[config.mk]
export PLATFORM = sky130hd
export DESIGN_NAME = seq_chunk_adder
export DESIGN_NICKNAME = d
export VERILOG_FILES = /design/src/rtl/seq_adder_pkg.sv /design/src/rtl/chunk_adder.sv /design/src/rtl/seq_chunk_adder.sv
export SDC_FILE = /design/constraint.sdc
export NUM_CORES = 1
export LEC_CHECK = 0
export ABC_AREA = 0
export CAP_MARGIN = 10
export CORE_AREA = 2 2 76 78
export CTS_BUF_LIST = sky130_fd_sc_hd__clkbuf_2
export CTS_CLUSTER_DIAMETER = 30
export DETAILED_ROUTE_END_ITERATION = 10
export DIE_AREA = 0 0 78 80
export PLACE_DENSITY = 0.81
export SKIP_CTS_REPAIR_TIMING = 1
export SLEW_MARGIN = 10
export SYNTH_ARGS = -nofsm -noshare
export SYNTH_HDL_FRONTEND = slang
export SYNTH_HIERARCHICAL = 1
export SYNTH_SLANG_ARGS = --single-unit
export TNS_END_PERCENT = 100
[constraint.sdc]
create_clock -name clk -period 5.3 [get_ports clk]
set_input_delay 1.325 -clock clk [delete_from_list [all_inputs] [get_ports clk]]
set_output_delay 1.325 -clock clk [all_outputs]
set_load 0.02 [all_outputs]
[src/rtl/seq_adder_pkg.sv]
// Shared types and helpers for the chunked sequential adder.
// Holds the FSM state type and chunk-count / index-width helpers.
package seq_adder_pkg;

    typedef enum logic [1:0] {
        IDLE = 2'd0,
        BUSY = 2'd1,
        DONE = 2'd2
    } adder_state_e;

    // Number of cycles an operation spends in BUSY.
    function automatic int chunk_count(input int width, input int chunk);
        return (chunk > 0) ? (width / chunk) : 1;
    endfunction

    // Chunk index width, never narrower than one bit.
    function automatic int idx_width(input int nchunk);
        return (nchunk > 1) ? $clog2(nchunk) : 1;
    endfunction

    // Index width for the default 16-bit / 4-bit configuration.
    localparam int DEF_IDX_W = idx_width(chunk_count(16, 4));

endpackage

[src/rtl/chunk_adder.sv]
// Combinational CHUNK-bit adder slice, time-multiplexed by the top.
// Also exposes the carry into its MSB so the top can derive overflow.
module chunk_adder #(
    parameter int CHUNK = 4
) (
    input  logic [CHUNK-1:0] a,
    input  logic [CHUNK-1:0] b,
    input  logic             cin,
    output logic [CHUNK-1:0] sum,
    output logic             cout,
    output logic             cmsb
);

    logic [CHUNK:0] full;

    // Plain ripple sum; carry into the MSB falls out of the sum bit.
    always_comb begin
        full = {1'b0, a} + {1'b0, b} + {{CHUNK{1'b0}}, cin};
        sum  = full[CHUNK-1:0];
        cout = full[CHUNK];
        cmsb = full[CHUNK-1] ^ a[CHUNK-1] ^ b[CHUNK-1];
    end

endmodule

[src/rtl/seq_chunk_adder.sv]
// Multi-cycle add/sub, CHUNK bits per clock, LSB chunk first.
// Optional saturation on signed overflow: SEQ_CHUNK_ADDER_SAT_EN.
module seq_chunk_adder
    import seq_adder_pkg::*;
#(
    parameter int WIDTH = 16,
    parameter int CHUNK = 4
) (
    input  logic             clk,
    input  logic             rst,
    input  logic             in_valid,
    output logic             in_ready,
    input  logic [WIDTH-1:0] a,
    input  logic [WIDTH-1:0] b,
    input  logic             carryin,
    input  logic             sub,
    output logic             out_valid,
    input  logic             out_ready,
    output logic [WIDTH-1:0] sum,
    output logic             carryout,
    output logic             overflow,
    output logic             busy
);

    localparam int NCHUNK = chunk_count(WIDTH, CHUNK);
    localparam int IDX_W  = idx_width(NCHUNK);
    localparam logic [IDX_W-1:0] LAST = IDX_W'(NCHUNK - 1);

    generate
        if ((CHUNK < 1) || (CHUNK > WIDTH) || (WIDTH % CHUNK != 0)) begin : g_bad
            $error("seq_chunk_adder: WIDTH must be a multiple of CHUNK");
        end
    endgenerate

    adder_state_e     state;
    logic [IDX_W-1:0] idx;
    logic             carry_q;
    logic [WIDTH-1:0] a_q;
    logic [WIDTH-1:0] b_q;
    logic [WIDTH-1:0] sum_q;
    logic             cout_q;
    logic             ovf_q;

    logic [CHUNK-1:0] a_c;
    logic [CHUNK-1:0] b_c;
    logic [CHUNK-1:0] s_c;
    logic             c_out;
    logic             c_msb;
    logic             last;
    logic             ovf_nx;
    logic [WIDTH-1:0] sum_nx;
    int unsigned      off;

`ifdef SEQ_CHUNK_ADDER_SAT_EN
    localparam logic [WIDTH-1:0] SMIN = WIDTH'(1) << (WIDTH - 1);
    localparam logic [WIDTH-1:0] SMAX = ~SMIN;
`endif

    chunk_adder #(
        .CHUNK (CHUNK)
    ) u_chunk (
        .a    (a_c),
        .b    (b_c),
        .cin  (carry_q),
        .sum  (s_c),
        .cout (c_out),
        .cmsb (c_msb)
    );

    assign last   = (idx == LAST);
    assign ovf_nx = c_msb ^ c_out;

    // Select the active chunk and merge its sum into the result.
    always_comb begin
        off    = 32'(idx) * 32'(CHUNK);
        a_c    = a_q[off +: CHUNK];
        b_c    = b_q[off +: CHUNK];
        sum_nx = sum_q;
        sum_nx[off +: CHUNK] = s_c;
`ifdef SEQ_CHUNK_ADDER_SAT_EN
        if (last && ovf_nx) begin
            if (!a_q[WIDTH-1] && !b_q[WIDTH-1])
                sum_nx = SMAX;
            else
                sum_nx = SMIN;
        end
`endif
    end

    // Handshake FSM plus the per-chunk datapath registers.
    always_ff @(posedge clk or negedge rst) begin
        if (!rst) begin
            state   <= IDLE;
            idx     <= '0;
            carry_q <= 1'b0;
            a_q     <= '0;
            b_q     <= '0;
            sum_q   <= '0;
            cout_q  <= 1'b0;
            ovf_q   <= 1'b0;
        end else begin
            unique case (state)
                IDLE: begin
                    if (in_valid) begin
                        a_q     <= a;
                        b_q     <= sub ? ~b : b;
                        carry_q <= sub ? ~carryin : carryin;
                        idx     <= '0;
                        state   <= BUSY;
                    end
                end
                BUSY: begin
                    sum_q   <= sum_nx;
                    carry_q <= c_out;
                    idx     <= idx + IDX_W'(1);
                    if (last) begin
                        cout_q <= c_out;
                        ovf_q  <= ovf_nx;
                        state  <= DONE;
                    end
                end
                DONE: begin
                    if (out_ready)
                        state <= IDLE;
                end
                default: state <= IDLE;
            endcase
        end
    end

    assign in_ready  = (state == IDLE);
    assign out_valid = (state == DONE);
    assign busy      = (state != IDLE);
    assign sum       = sum_q;
    assign carryout  = cout_q;
    assign overflow  = ovf_q;

endmodule

==> impl.org, run 1 <==
** Yosys
- After synthesis, the cell types taking the most area are dfrtp_1 (47%), mux2_2 (14%), mux4_2 (6.2%).
- Synthesis instantiated 32 different standard cells from the library.
- Synthesized cell area :: approximately 2900 um2
- Sequential area share after synthesis :: 47.4%
- Area leader, netlist :: dfrtp_1
- Post-synth top area share :: between 40% and 50%
- Synthesis warning total :: 6
- Post-synthesis instance total :: 211
- Post-synthesis average cell area :: 13.8 um2
- Seq cells post-synth :: 55
- Mapped Nets :: 259

** Placement
- Setup Slack @ Placement :: between 2 and 2.5 ns
- The count of buffers added on input and output ports is just under 60.
- Gp weighted congestion :: roughly 0.79
- Detailed placement ended at an HPWL of a little under 4000 um.

** Detailed routing
- For this run, design rule violations remaining after detail routing come to 0.
- The first detailed-routing pass ran for 4 iterations.
- Post-detailed-route via-to-cell ratio :: 5.48
- The detailed router finished its first iteration with 71 violations.
- Routed wire per std cell :: between 15 and 20 um
- The final layout contains routed wiring with a total length of approximately 5400 um.
- Number of routed nets with antenna violations :: 0
- Detailed routing inserted a total of around 1.9k vias.

** Cells and area
- Cells with a size suffix above 1 make up approximately 22% of the layout.
- Compared with the post-synthesis result, the final layout area differs by 22.2%.
- Number of diodes :: 0
- The net count of the finished layout is around 310.
- Finished Core Util :: between 60% and 70%

** Critical path
- Cells along the critical path :: or2_2 -> inv_1 -> clkdlybuf4s50_1
- The largest individual stage delay along the critical path comes from the cell dfrtp_1.
- The cell family contributing the most delay on the critical path is flip-flops.
- Highest fanout seen on the critical path :: 23
- Critical path type :: flop to output pin
- Biggest cell delay along the critical path :: 0.70 ns
- The critical path contains buffers and inverters numbering 2 combined.
- Data on the critical path is required at its endpoint by between 3 and 4 ns.
- Signal arrival time at the worst endpoint :: roughly 2.2 ns
- CP endpoint kind :: output pin
- STA classifies the critical path startpoint as a flop.

** Floorplan
- Die boundary height :: 80 um
- Number of primary I/O pins :: 59
- Die ar. :: approximately 6200 um2
- Die width :: about 78 um
- Core area :: 5410 um2
- Row count :: 27
- Initial core utilization :: 53.7%

** Clocking
- Clock insertion delay at the later pin of the skew report :: 0.43 ns
- TritonCTS built the clock tree.
- The H-tree generated during clock tree synthesis spans 2 levels.
- TritonCTS created 5 clock buffers.
- Buffer type at the clock tree root :: clkbuf_2
- Clock-pin slew reported for the worst setup and hold paths after clock tree synthesis :: between 0.2 and 0.3 ns
- Clock sinks :: 55
- The clock passes through at most 2 buffers.

** Global route
- Pin count of the biggest net entering global routing :: between 50 and 60
- Number of global-route vias before repair :: between 1.5k and 2k
- Wire length of the first global-routing pass :: around 9200 um
- Global route overflow :: 0
- The initial antenna violation count was 0.
- Across every metal layer, demand over resource in global routing totals 18.9%.

** STA
- Summed over all failing endpoints, the final setup total negative slack is 0 ns.
- Setup repair after global routing left no endpoint under its margin.
- Post-layout minimum cycle time :: around 3.5 ns
- The worst path meets setup with 1.78 ns of slack.
- At the pin with the least slew margin, the transition time is a little over 0.9 ns.
- The number of hold-slack violations in the final timing report was 0.
- Max-slew violations :: 0
- Measured against its own limit, the worst slew margin works out to 38.5%.
- Setup violations remaining at the end of the flow were counted as 0.
- The worst path uses about two thirds of the clock period.
- Static timing analysis puts the maximum clock frequency at 0.284 GHz.
- The clock arrives with approximately 0.018 ns of skew.

** Pwr
- Summed over all cells, the static leakage comes to 1.48 nW.
- In this run the power density over the cells is 679 nW/um2.
- IR analysis of the VDD net gives a maximum drop of approximately 0.4 mV.

** Worst hold path
- The tightest min-delay check is of the flop to flop type.

** Flow run
- Number of violations of the max-capacitance limit :: 0

** Outcome
- Run status :: finished clean
-- worst paths after layout --
check,endpoint,startpoint,cells after the start,slack [ns]
worst min register to register,sum[10]$_DFFE_PN0P_,sum[10]$_DFFE_PN0P_,1,0.52
worst min-delay path,sum[10]$_DFFE_PN0P_,sum[10]$_DFFE_PN0P_,1,0.52
min in group asynchronous,b_q[0]$_DFFE_PN0P_,rst,2,0.96
worst max-delay path,in_ready,state[0]$_DFFE_PN0P_,3,1.78
worst max register to register,sum[3]$_DFFE_PN0P_,idx[0]$_DFFE_PN0P_,7,2.13
max in group asynchronous,a_q[1]$_DFFE_PN0P_,rst,2,3.89
-- cell usage in the layout, fill, tap and decap left out --
cell type | synthesis | final
o21bai_1 | 1 | 1
o2bb2ai_1 | 8 | 8
mux2_1 | 2 | 2
clkinv_2 | 0 | 1
or4b_1 | 2 | 2
nor4bb_1 | 4 | 4
or2_2 | 1 | 1
a221o_1 | 1 | 1
clkinvlp_4 | 0 | 1
clkdlybuf4s50_1 | 0 | 57
nand4bb_1 | 1 | 1
dfrtp_1 | 55 | 55
ha_1 | 8 | 8
o22ai_1 | 4 | 4
clkbuf_2 | 1 | 6
fa_1 | 2 | 2
mux2_2 | 37 | 37
nor2b_1 | 3 | 3
buf_4 | 1 | 2
buf_2 | 4 | 1
xnor2_1 | 5 | 5
nand4b_1 | 12 | 12
o31ai_1 | 1 | 1
a21o_1 | 3 | 3
nor3b_4 | 1 | 1
a21oi_4 | 1 | 1
o21ai_0 | 1 | 1
xor2_1 | 18 | 18
nand3b_1 | 3 | 3
inv_1 | 13 | 13
and3b_1 | 3 | 3
mux4_2 | 8 | 8
nand2b_1 | 1 | 1
-- area by class of cell --
type | instances | area (um2)
fill | 438 | 1860
multi-input combinational | 131 | 1400
sequential | 55 | 1380
timing repair buffer | 60 | 591
tap | 72 | 90.1
inverter | 13 | 48.8
clock buffer | 6 | 30.0
clock inverter | 2 | 12.5
-- layer usage --
| metal | track usage, % | routed length (um) | vias up | share of wire, % |
|---|---|---|---|---|
| met4 | 7.37 | 62 | 0 | 1.2 |
| met2 | 32.6 | 2750 | 50 | 51 |
| li1 | - | - | 878 | - |
| met1 | 23.9 | 2340 | 925 | 44 |
| met5 | 0 | 0 | - | 0 |
| met3 | 3.05 | 224 | 6 | 4.2 |
-- kinds of logic after synthesis --
group | Yosys count | synth area share (%)
DFF | 55 | 47.4
muxes | 47 | 21.3
and+or+nand+nor | 31 | 9.48
buffers and inverters | 25 | 4.35
xor gates and xnor gates | 23 | 6.94
AOI/OAI and AO/OA | 20 | 5.65
adders and majority gates | 10 | 4.83
-- stage by stage --
stage	std cells	power, W	hold slack (ns)	area (um2)
after floorplan	211	0.00188	0.452	2900
after global placement	331	0.00222	0.467	3510
after detailed placement	331	0.00226	0.473	3510
after CTS	339	0.00242	0.529	3550
after global routing	339	0.00259	0.544	3550
final	339	0.00241	0.523	3550
-- state kept, by name, indices dropped and copies added, names as in the netlist --
name and cells:
idx 2, sum 16, carryout 1, state 2, a_q 16, carry_q 1, b_q 16, overflow 1
-- Yosys cell counts --
master,instances
nand4b_1,12
o21ai_0,1
mux2_2,37
nor4bb_1,4
or4b_1,2
mux4_2,8
nor2b_1,3
and3b_1,3
o31ai_1,1
o2bb2ai_1,8
inv_1,13
or2_2,1
nor3b_4,1
a221o_1,1
a21o_1,3
buf_4,1
xor2_1,18
clkbuf_2,1
a21oi_4,1
mux2_1,2
nand2b_1,1
ha_1,8
fa_1,2
nand3b_1,3
nand4bb_1,1
clkbuf_1,3
buf_6,3
xnor2_1,5
o21bai_1,1
dfrtp_1,55
o22ai_1,4
buf_2,4
-- worst reg2reg max path, cell delays in order (launching register included) --
cell and delay (ns):
dfrtp_1 0.98, mux4_2 0.63, fa_1 0.45, a21o_1 0.22
a21oi_4 0.18, xnor2_1 0.21, nor4bb_1 0.26, mux2_2 0.20
-- power by group --
group / internal [W] / switching, W
sequential: 0.000614 / 0.000183
combinational: 0.000776 / 0.000676
clock: 0.0000336 / 0.000129
total: 0.00142 / 0.000988
(Power assumes the default switching activity.)
==> inputs of run 2 (changes only) <==
CORE_AREA = 2 2 81 83   (was 2 2 76 78)
DIE_AREA = 0 0 83 85   (was 0 0 78 80)
PLACE_DENSITY = 0.75   (was 0.81)
clock period = 3.05 ns   (was 5.3 ns; I/O delays follow)
==> run 2 against run 1 <==
Compared with the run above:
- core utilization is 7.5 points lower
- die area is 13% higher
- worst setup slack worse by 1.5 ns
- clock power is 130% higher
- clock skew is 0.0059 ns lower
- sequential share of layout area is 0.67 points lower
- non-clock buffer count is 4 higher
- critical path type unchanged
- critical endpoint unchanged
- largest power group unchanged
==> impl.org, run 2 (same netlist as run 1, synthesis figures left out) <==
** Outcome
- The flow ran to the end, and the final reports show no timing, DRC or antenna violations.

** Worst hold path
- The tightest min-delay check is of the input port to async pin type.

** Cells and area
- Summed area of non-filler cells in the final layout :: 3610 um2 (+1.8%)
- Area added between synthesis and finish :: 24.4%
- The ratio of cells with drive above 1 in the final layout is 23.2% (+1.1 points).
- The non-filler instance count after layout is 348 (+2.7%).
- Number of diodes :: 0 (unchanged)
- Finished Core Util :: 58.2% (-7.5 points)
- The library cell used most frequently in the layout, excluding fill and tap cells, is clkdlybuf4s50_1.
- The final net count was 318 (+1.3%).
- The top cell types in the final layout, fill and taps aside, are clkdlybuf4s50_1 (57), dfrtp_1 (55), mux2_2 (37).

** STA
- The number of hold-slack violations in the final timing report is 0 (unchanged).
- Post-layout minimum cycle time :: roughly 2.8 ns
- Max-slew violations :: 0 (unchanged)
- The worst-margin pin slew is 0.787 ns (-0.133 ns).
- Final Skew :: 0.0118 ns (-0.00594 ns)
- The relative slew slack came to 47.5% (+9.0 points).
- The final setup violation count came to 0 (unchanged).
- The tightest hold margin came to 0.360 ns (-0.163 ns).
- Highest clock rate :: 0.357 GHz
- Setup repair after global routing missed its margin :: false
- Total negative setup slack :: 0 ns (unchanged)
- Final period utilization :: 91.8%

** Floorplan
- The effective utilization at floorplan is 46.8% (-6.9 points).
- The die height came to 85 um (+6.3%).
- The die footprint came to 7060 um2 (+13%).
- The floorplan core area came to 6200 um2 (+15%).
- The die span in x was 83 um (+6.4%).
- Number of primary I/O pins :: 59 (unchanged)
- The standard-cell row count was 29 (+7.4%).

** Global route
- The global-route wire length before repair came to 9320 um (+1.3%).
- The total congestion overflow came to 0 (unchanged).
- Number of global-route vias before repair :: 1,913 (-0.62%)
- The total global routing track utilization is 16.5% (-2.4 points).
- The initial antenna violation count came to 0 (unchanged).
- The pin count of the biggest net entering global routing was 36 (-36%).

** Pwr
- The maximum ir drop on the vdd rail was 0.647 mV (+61%).
- Leakage power of the design :: 1.51 nW (+2.3%)
- Pwr dens :: 1190 nW/um2 (+76%)

** Placement
- The number of port buffers is 58 (unchanged).
- The weighted congestion at the end of routability-driven global placement was 0.844 (+6.9%).
- Number of cells in the design after placement :: 340 (+2.7%)
- Area of placed instances :: 3540 um2 (+1.0%)
- DP HPWL :: 4240 um (+7.7%)

** Critical path
- Critical path type :: flop to output pin
- CP endpoint kind :: output pin
- The worst-path maximum fanout is 12 (-48%).
- The data arrival time of the worst path was 2.04 ns (-0.16 ns).
- Worst setup path startpoint :: state[0]$_DFFE_PN0P_
- The setup slack of the worst register-to-register path is 0.28 ns (-1.85 ns).
- The required time at the worst-slack endpoint is 2.29 ns (-1.68 ns).
- FF-to-FF path depth :: 8 (+1)
- Crit Reg-Reg Endpoint :: sum[3]$_DFFE_PN0P_
- Worst R2R Start :: idx[0]$_DFFE_PN0P_
- Startpoint types :: flop
- End point of the critical path :: in_ready

** Detailed routing
- Number of routed nets with antenna violations :: 0 (unchanged)
- Routed Wire Length :: 5590 um (+3.8%)
- Routed wire per std cell :: 16.0 um (+1.1%)
- Count of unresolved DRC violations after routing :: 0 (unchanged)
- Detailed Routing Iterations Pass 1 :: 4 (unchanged)
- The starting DRC count in detailed routing was 95 (+34%).
- Vias after detailed routing :: 1,873 (+0.75%)
- Post-detailed-route via-to-cell ratio :: 5.38 (-1.9%)

** Clocking
- Clock tree from TritonCTS :: done
- Maximum number of buffers from clock root to sink :: 2 (unchanged)
- The number of levels the H-tree was split into came to 2 (unchanged).
- Clock sinks :: 55 (unchanged)
- The tree is rooted in a clkbuf_2.
- The clock transition at the registers of the reported paths is 0.28 ns (+0.02 ns).
- The clock latency of the later-clocked register in the worst-skew pair came to 0.44 ns (about the same).
- The TritonCTS buffer count came to 5 (unchanged).

** Flow run
- Number of violations of the max-capacitance limit :: 0 (unchanged)
run 2: how the worst min path moves through the flow:
stage                        start                  end
3_3_place_gp   sum[11]$_DFFE_PN0P_  sum[11]$_DFFE_PN0P_
3_5_place_dp    sum[8]$_DFFE_PN0P_   sum[8]$_DFFE_PN0P_
4_1_cts                        rst   b_q[2]$_DFFE_PN0P_
2_1_floorplan   a_q[9]$_DFFE_PN0P_   a_q[9]$_DFFE_PN0P_
6_report                       rst  b_q[14]$_DFFE_PN0P_
5_1_grt                        rst  b_q[14]$_DFFE_PN0P_
run 2: area by class of cell:
type | count | area (um2)
clock inverters | 3 | 43.8
fillers | 512 | 2590
repair buffers | 64 | 621
inverters | 13 | 48.8
clock buffers | 5 | 25.0
flip-flops and latches | 55 | 1380
well taps | 77 | 96.3
multi-input cells | 131 | 1400
run 2: critical path: stages (launching register included):
cell and delay (ns):
dfrtp_1 0.60, or2_2 0.36, inv_1 0.06, clkdlybuf4s50_1 0.59
run 2: per-layer routing:
layer | GRT usage, % | up-vias | wire length [um]
li1 | - | 887 | -
met2 | 29.5 | 40 | 2910
met1 | 20.3 | 939 | 2390
met3 | 2.92 | 7 | 182
met4 | 5.51 | 0 | 102
met5 | 0 | - | 0
run 2: power breakdown:
group	internal (W)	switching, W
clock network	0.000139	0.000232
registers	0.00107	0.000252
logic	0.00137	0.00126
run 2: stage by stage:
step	setup WS, ns	power (W)
2_1_floorplan	0.323	0.00326
3_3_place_gp	0.484	0.00390
3_5_place_dp	0.356	0.00399
4_1_cts	0.224	0.00436
5_1_grt	0.0829	0.00466
6_report	0.250	0.00431
